$ cat src/rtl/altr_hps_mux41_rrarb.sv
// Round-robin arbiter and select sequencer for a shared 4:1 mux.
// Issues a registered one-hot grant plus the matching binary selector.
// Every ownership change passes through a one-cycle dead gap, so the mux
// output never switches source while a grant is live.
module altr_hps_mux41_rrarb #(
    parameter int HOLD_MAX = 16,
    parameter int CNT_W    = 5
) (
    input  logic       clk,
    input  logic       rst_n,
    input  logic [3:0] req,
    input  logic [3:0] rel,
    output logic [3:0] gnt,
    output logic [1:0] mux_sel,
    output logic       sel_valid,
    output logic       busy
);

    typedef enum logic [1:0] {
        ST_IDLE = 2'd0,
        ST_GNT  = 2'd1,
        ST_GAP  = 2'd2
    } state_t;

    // Counter saturation point and the count at which a contested owner is evicted.
    localparam logic [CNT_W-1:0] HOLD_SAT   = CNT_W'(HOLD_MAX);
    localparam logic [CNT_W-1:0] HOLD_LAST  = CNT_W'((HOLD_MAX > 0) ? (HOLD_MAX - 1) : 0);
    localparam bit               TIMEOUT_EN = (HOLD_MAX != 0);

    state_t           state_reg, state_next;
    logic [3:0]       gnt_reg, gnt_next;
    logic [1:0]       mux_sel_reg, mux_sel_next;
    logic [1:0]       ptr_reg, ptr_next;
    logic [CNT_W-1:0] hold_cnt_reg, hold_cnt_next;

    logic [3:0]       req_rot;
    logic             win_found;
    logic [1:0]       win_idx;
    logic             owner_exit;
    logic             contested;

    // Requests rotated so that bit 0 is the requester pointed at by ptr.
    genvar gi;
    generate
        for (gi = 0; gi < 4; gi++) begin : g_rot
            assign req_rot[gi] = req[ptr_reg + 2'(gi)];
        end
    endgenerate

    // Pick the first set request at or after ptr (wrapping 3 -> 0).
    always_comb begin
        win_found = 1'b0;
        win_idx   = ptr_reg;
        for (int i = 3; i >= 0; i--) begin
            if (req_rot[i]) begin
                win_found = 1'b1;
                win_idx   = ptr_reg + 2'(i);
            end
        end
    end

    // The owner leaves on its own release, on dropping its request, or when
    // its hold budget runs out while another requester is waiting.
    always_comb begin
        contested  = |(req & ~gnt_reg);
        owner_exit = rel[mux_sel_reg] | ~req[mux_sel_reg] |
                     (TIMEOUT_EN && (hold_cnt_reg == HOLD_LAST) && contested);
    end

    // Next-state and next-output logic; arbitration only happens in IDLE and GAP.
    always_comb begin
        state_next    = state_reg;
        gnt_next      = gnt_reg;
        mux_sel_next  = mux_sel_reg;
        ptr_next      = ptr_reg;
        hold_cnt_next = hold_cnt_reg;
        case (state_reg)
            ST_IDLE, ST_GAP: begin
                gnt_next = 4'b0000;
                if (win_found) begin
                    state_next    = ST_GNT;
                    gnt_next      = 4'b0001 << win_idx;
                    mux_sel_next  = win_idx;
                    hold_cnt_next = '0;
                end else begin
                    state_next = ST_IDLE;
                end
            end
            ST_GNT: begin
                if (owner_exit) begin
                    state_next    = ST_GAP;
                    gnt_next      = 4'b0000;
                    ptr_next      = mux_sel_reg + 2'd1;
                    hold_cnt_next = '0;
                end else if (hold_cnt_reg < HOLD_SAT) begin
                    hold_cnt_next = hold_cnt_reg + 1'b1;
                end
            end
            default: begin
                state_next = ST_IDLE;
                gnt_next   = 4'b0000;
            end
        endcase
    end

    // State and registered outputs; reset clears the grant with no gap.
    always_ff @(posedge clk or negedge rst_n) begin
        if (!rst_n) begin
            state_reg    <= ST_IDLE;
            gnt_reg      <= 4'b0000;
            mux_sel_reg  <= 2'd0;
            ptr_reg      <= 2'd0;
            hold_cnt_reg <= '0;
        end else begin
            state_reg    <= state_next;
            gnt_reg      <= gnt_next;
            mux_sel_reg  <= mux_sel_next;
            ptr_reg      <= ptr_next;
            hold_cnt_reg <= hold_cnt_next;
        end
    end

    assign gnt       = gnt_reg;
    assign mux_sel   = mux_sel_reg;
    assign sel_valid = |gnt_reg;
    assign busy      = (state_reg != ST_IDLE);

endmodule
$ cat config.mk
export PLATFORM = sky130hd
export DESIGN_NAME = altr_hps_mux41_rrarb
export DESIGN_NICKNAME = d
export VERILOG_FILES = /design/src/rtl/altr_hps_mux41_rrarb.sv
export SDC_FILE = /design/constraint.sdc
export NUM_CORES = 1
export LEC_CHECK = 0
export BUFFER_PORTS_ARGS = -buffer_cell sky130_fd_sc_hd__clkbuf_2
export CAP_MARGIN = 25
export CORE_MARGIN = 5
export CORE_UTILIZATION = 53
export CTS_BUF_LIST = sky130_fd_sc_hd__clkbuf_16
export DETAILED_ROUTE_END_ITERATION = 16
export HOLD_SLACK_MARGIN = 0.1
export PLACE_DENSITY = 0.81
export SLEW_MARGIN = 40
export SYNTH_ARGS = -nofsm -noshare
export SYNTH_HDL_FRONTEND = slang
export SYNTH_SLANG_ARGS = --single-unit
$ cat constraint.sdc
create_clock -name clk -period 2.2 [get_ports clk]
set_input_delay 0.11 -clock clk [delete_from_list [all_inputs] [get_ports clk]]
set_output_delay 0.11 -clock clk [all_outputs]
set_load 0.01 [all_outputs]
==> impl_metrics.env <==
export IMPL_rows=15
export IMPL_yosysSeqAreaShare=0.413
export IMPL_placed_cells=119
export IMPL_fin_crit_sh=0.868
export IMPL_slew_violations=0
export IMPL_hold_viol_final=0
export IMPL_fp_coreArea_sq_mm=0.00167
export IMPL_ys_ff_latch=15
export IMPL_cts_buffers=3
export IMPL_detail_route_vias_per_cell=6.30
export IMPL_max_slew_margin=0.728
export IMPL_async_reset_ff_frac=1.00
export IMPL_cts_resized=0
export IMPL_seqPwrFrac=0.335
export IMPL_syn_nets=99
export IMPL_final_setup_viol_count=0
export IMPL_worst_pin_slew_ps=403
export IMPL_clock_skew_ps=2.01
export IMPL_synth_ff_type="dfrtp_1"
export IMPL_track_usage=0.188
export IMPL_grt_pass1_vias=818
export IMPL_synth_area_sq_um=910
export IMPL_die_area_sq_mm=0.00264
export IMPL_crit_arrival_ps=2040
export IMPL_antenna_found_initial=0
export IMPL_cp_end_kind="flop"
export IMPL_postCtsSetupBuffers=0
export IMPL_place_gp_congestion=0.773
export IMPL_timing_fmax_mhz=524
export IMPL_port_buffers=17
export IMPL_syn_inst=87
export IMPL_grt_pass1_wl_um=3640
export IMPL_synth_edf_count=0
export IMPL_tns_ps=0
export IMPL_dp_hpwl_um=1530
export IMPL_wl_um=2090
export IMPL_drtIter0Drc=13
export IMPL_largest_reg_flops=5
export IMPL_layout_cells_non_filler=124
export IMPL_drtAntennaViolNets=0
export IMPL_area_delta_synth_final_pct=19.7
export IMPL_startpoint_type="flop"
export IMPL_grt_max_degree=16
export IMPL_switchingPower_w=0.000567
export IMPL_ys_types=40
export IMPL_clk_latency_ps=240
export IMPL_clk_pin_slew_ps=40
export IMPL_ios=18
export IMPL_pwr_share_clk=0.235
export IMPL_period_minus_slack_ps=1910
export IMPL_cts_hold_buf=1
export IMPL_drc=0
export IMPL_rsz0062_at_grt="false"
export IMPL_p_int_w=0.000893
export IMPL_dr_pass1_iters=4
export IMPL_comb_power_share=0.430
export IMPL_p_per_area_mw_per_mm2=1340
export IMPL_hp_class="in -> async"
export IMPL_clockRootBuffer="clkbuf_16"
export IMPL_dieHeight_um=51.4
export IMPL_worst_path_max_fanout=6
export IMPL_synthTopCellsByArea="dfrtp_1 41%, nor2b_1 4.1%, o41ai_4 3.0%, nand2_1 2.9%, ha_1 2.8%"
export IMPL_grt_ovfl_total=0
export IMPL_drv_cap=0
export IMPL_avgSynthCellArea_sq_um=10.5
export IMPL_p_sw_frac=0.388
export IMPL_layout_drive_gt1_share=0.318
export IMPL_p_leak_nw=0.534
export IMPL_peakVddDrop_v=0.000763
export IMPL_start_util=0.545
export IMPL_fp_dieW_um=51.4
export IMPL_critical_path_class="reg -> reg"
export IMPL_cts_max_path_buffers=2
export IMPL_ys_warnings_count=0
export IMPL_clock_sinks=15
export IMPL_fillCellCount=135
export IMPL_layout_nets=120
export IMPL_yosys_area_top_type_share=0.413
export IMPL_yosysTopAreaCell="dfrtp_1"
export IMPL_vias=781
export IMPL_status="finished, final reports clean"
export IMPL_wire_per_inst_um=16.8
export IMPL_htree_levels=1
export IMPL_antenna_cells=0
export IMPL_cp_required_ps=2330
export IMPL_cts_tree="done"
[stage by stage]
| step | setup slack, ps | area [sq um] | utilization | total power [W] | hold slack [ps] |
|---|---|---|---|---|---|
| 2_1_floorplan | 482 | 910 | - | 0.000934 | -186 |
| 3_3_place_gp | 439 | 1000 | 0.599 | 0.00109 | 40.7 |
| 3_5_place_dp | 389 | 1000 | 0.599 | 0.00111 | 40.5 |
| 4_1_cts | 322 | 1090 | 0.652 | 0.00147 | 321 |
| 5_1_grt | 220 | 1090 | 0.652 | 0.00156 | 374 |
| 6_report | 291 | 1090 | 0.652 | 0.00146 | 307 |
[path summary, 6_finish.rpt]
check | slack (ps) | end | start | depth (start not counted)
worst min register to register | 540 | gnt[1]$_DFFE_PN0P_ | gnt[1]$_DFFE_PN0P_ | 2
worst max-delay path | 290 | hold_cnt_reg[2]$_DFFE_PN0P_ | hold_cnt_reg[0]$_DFFE_PN0P_ | 7
worst min-delay path | 310 | hold_cnt_reg[1]$_DFFE_PN0P_ | rst_n | 2
worst max register to register | 290 | hold_cnt_reg[2]$_DFFE_PN0P_ | hold_cnt_reg[0]$_DFFE_PN0P_ | 7
min in group clk | 420 | gnt[1]$_DFFE_PN0P_ | req[3] | 4
max in group asynchronous | 1630 | gnt[3]$_DFFE_PN0P_ | rst_n | 2
[worst max-delay path, stage by stage (launching register included)]
cell and delay (ps):
dfrtp_1 370, ha_1 190, and3_1 190, ha_1 210, o41ai_4 100, o2111a_2 200
a221o_1 310, a22o_1 230
[final cells by class]
type / count / area (sq um) / area share
Tap cell: 17 / 21.3 / 0.0195
Clock inverter: 1 / 3.75 / 0.00345
Inverter: 6 / 22.5 / 0.0207
Multi-Input combinational cell: 64 / 495 / 0.455
Timing Repair Buffer: 18 / 95.1 / 0.0874
Sequential cell: 15 / 375 / 0.345
Clock buffer: 3 / 75.1 / 0.0690
[cell usage after synthesis, drive strengths merged, types with 2 or more instances]
cell / n
dfrtp: 15
nand2: 7
nor2b: 7
inv: 6
a22o: 4
nor2: 4
o21ai: 4
a21oi: 3
o211ai: 3
a21o: 2
a221o: 2
and3: 2
buf: 2
ha: 2
mux2: 2
o2111a: 2
o41ai: 2
or2: 2
[layout by cell type, fill, tap and decap left out, types with 3 or more instances in the layout]
cell,netlist,routed
clkbuf_2,0,17
nor2_1,4,4
inv_1,6,7
dfrtp_1,15,15
o21ai_0,4,4
nand2_1,7,7
a21oi_1,3,3
clkbuf_16,0,3
nor2b_1,6,6
[power by group through the flow]
stage / sequential, W / clock [W] / combinational, W
after global routing: 0.000506 / 0.000360 / 0.000695
after CTS: 0.000488 / 0.000348 / 0.000633
after detailed placement: 0.000490 / 0 / 0.000617
final: 0.000489 / 0.000342 / 0.000628
after floorplan: 0.000478 / 0 / 0.000455
after global placement: 0.000486 / 0 / 0.000601
[cells by family after synthesis]
group / count (synthesis) / synth area share
fa+ha+maj: 2 / 0.0275
xor+xnor: 1 / 0.00963
mux: 3 / 0.0358
flops: 15 / 0.413
compound gates: 28 / 0.276
buf+inv: 8 / 0.0426
simple gates: 30 / 0.195
[per-layer routing]
metal	track usage	vias up	wire, um
li1	-	365	-
met4	0.0786	0	30
met5	0	-	0
met1	0.198	386	835
met3	0.0671	5	133
met2	0.333	25	1090
Power figures use the tool's default switching activity.
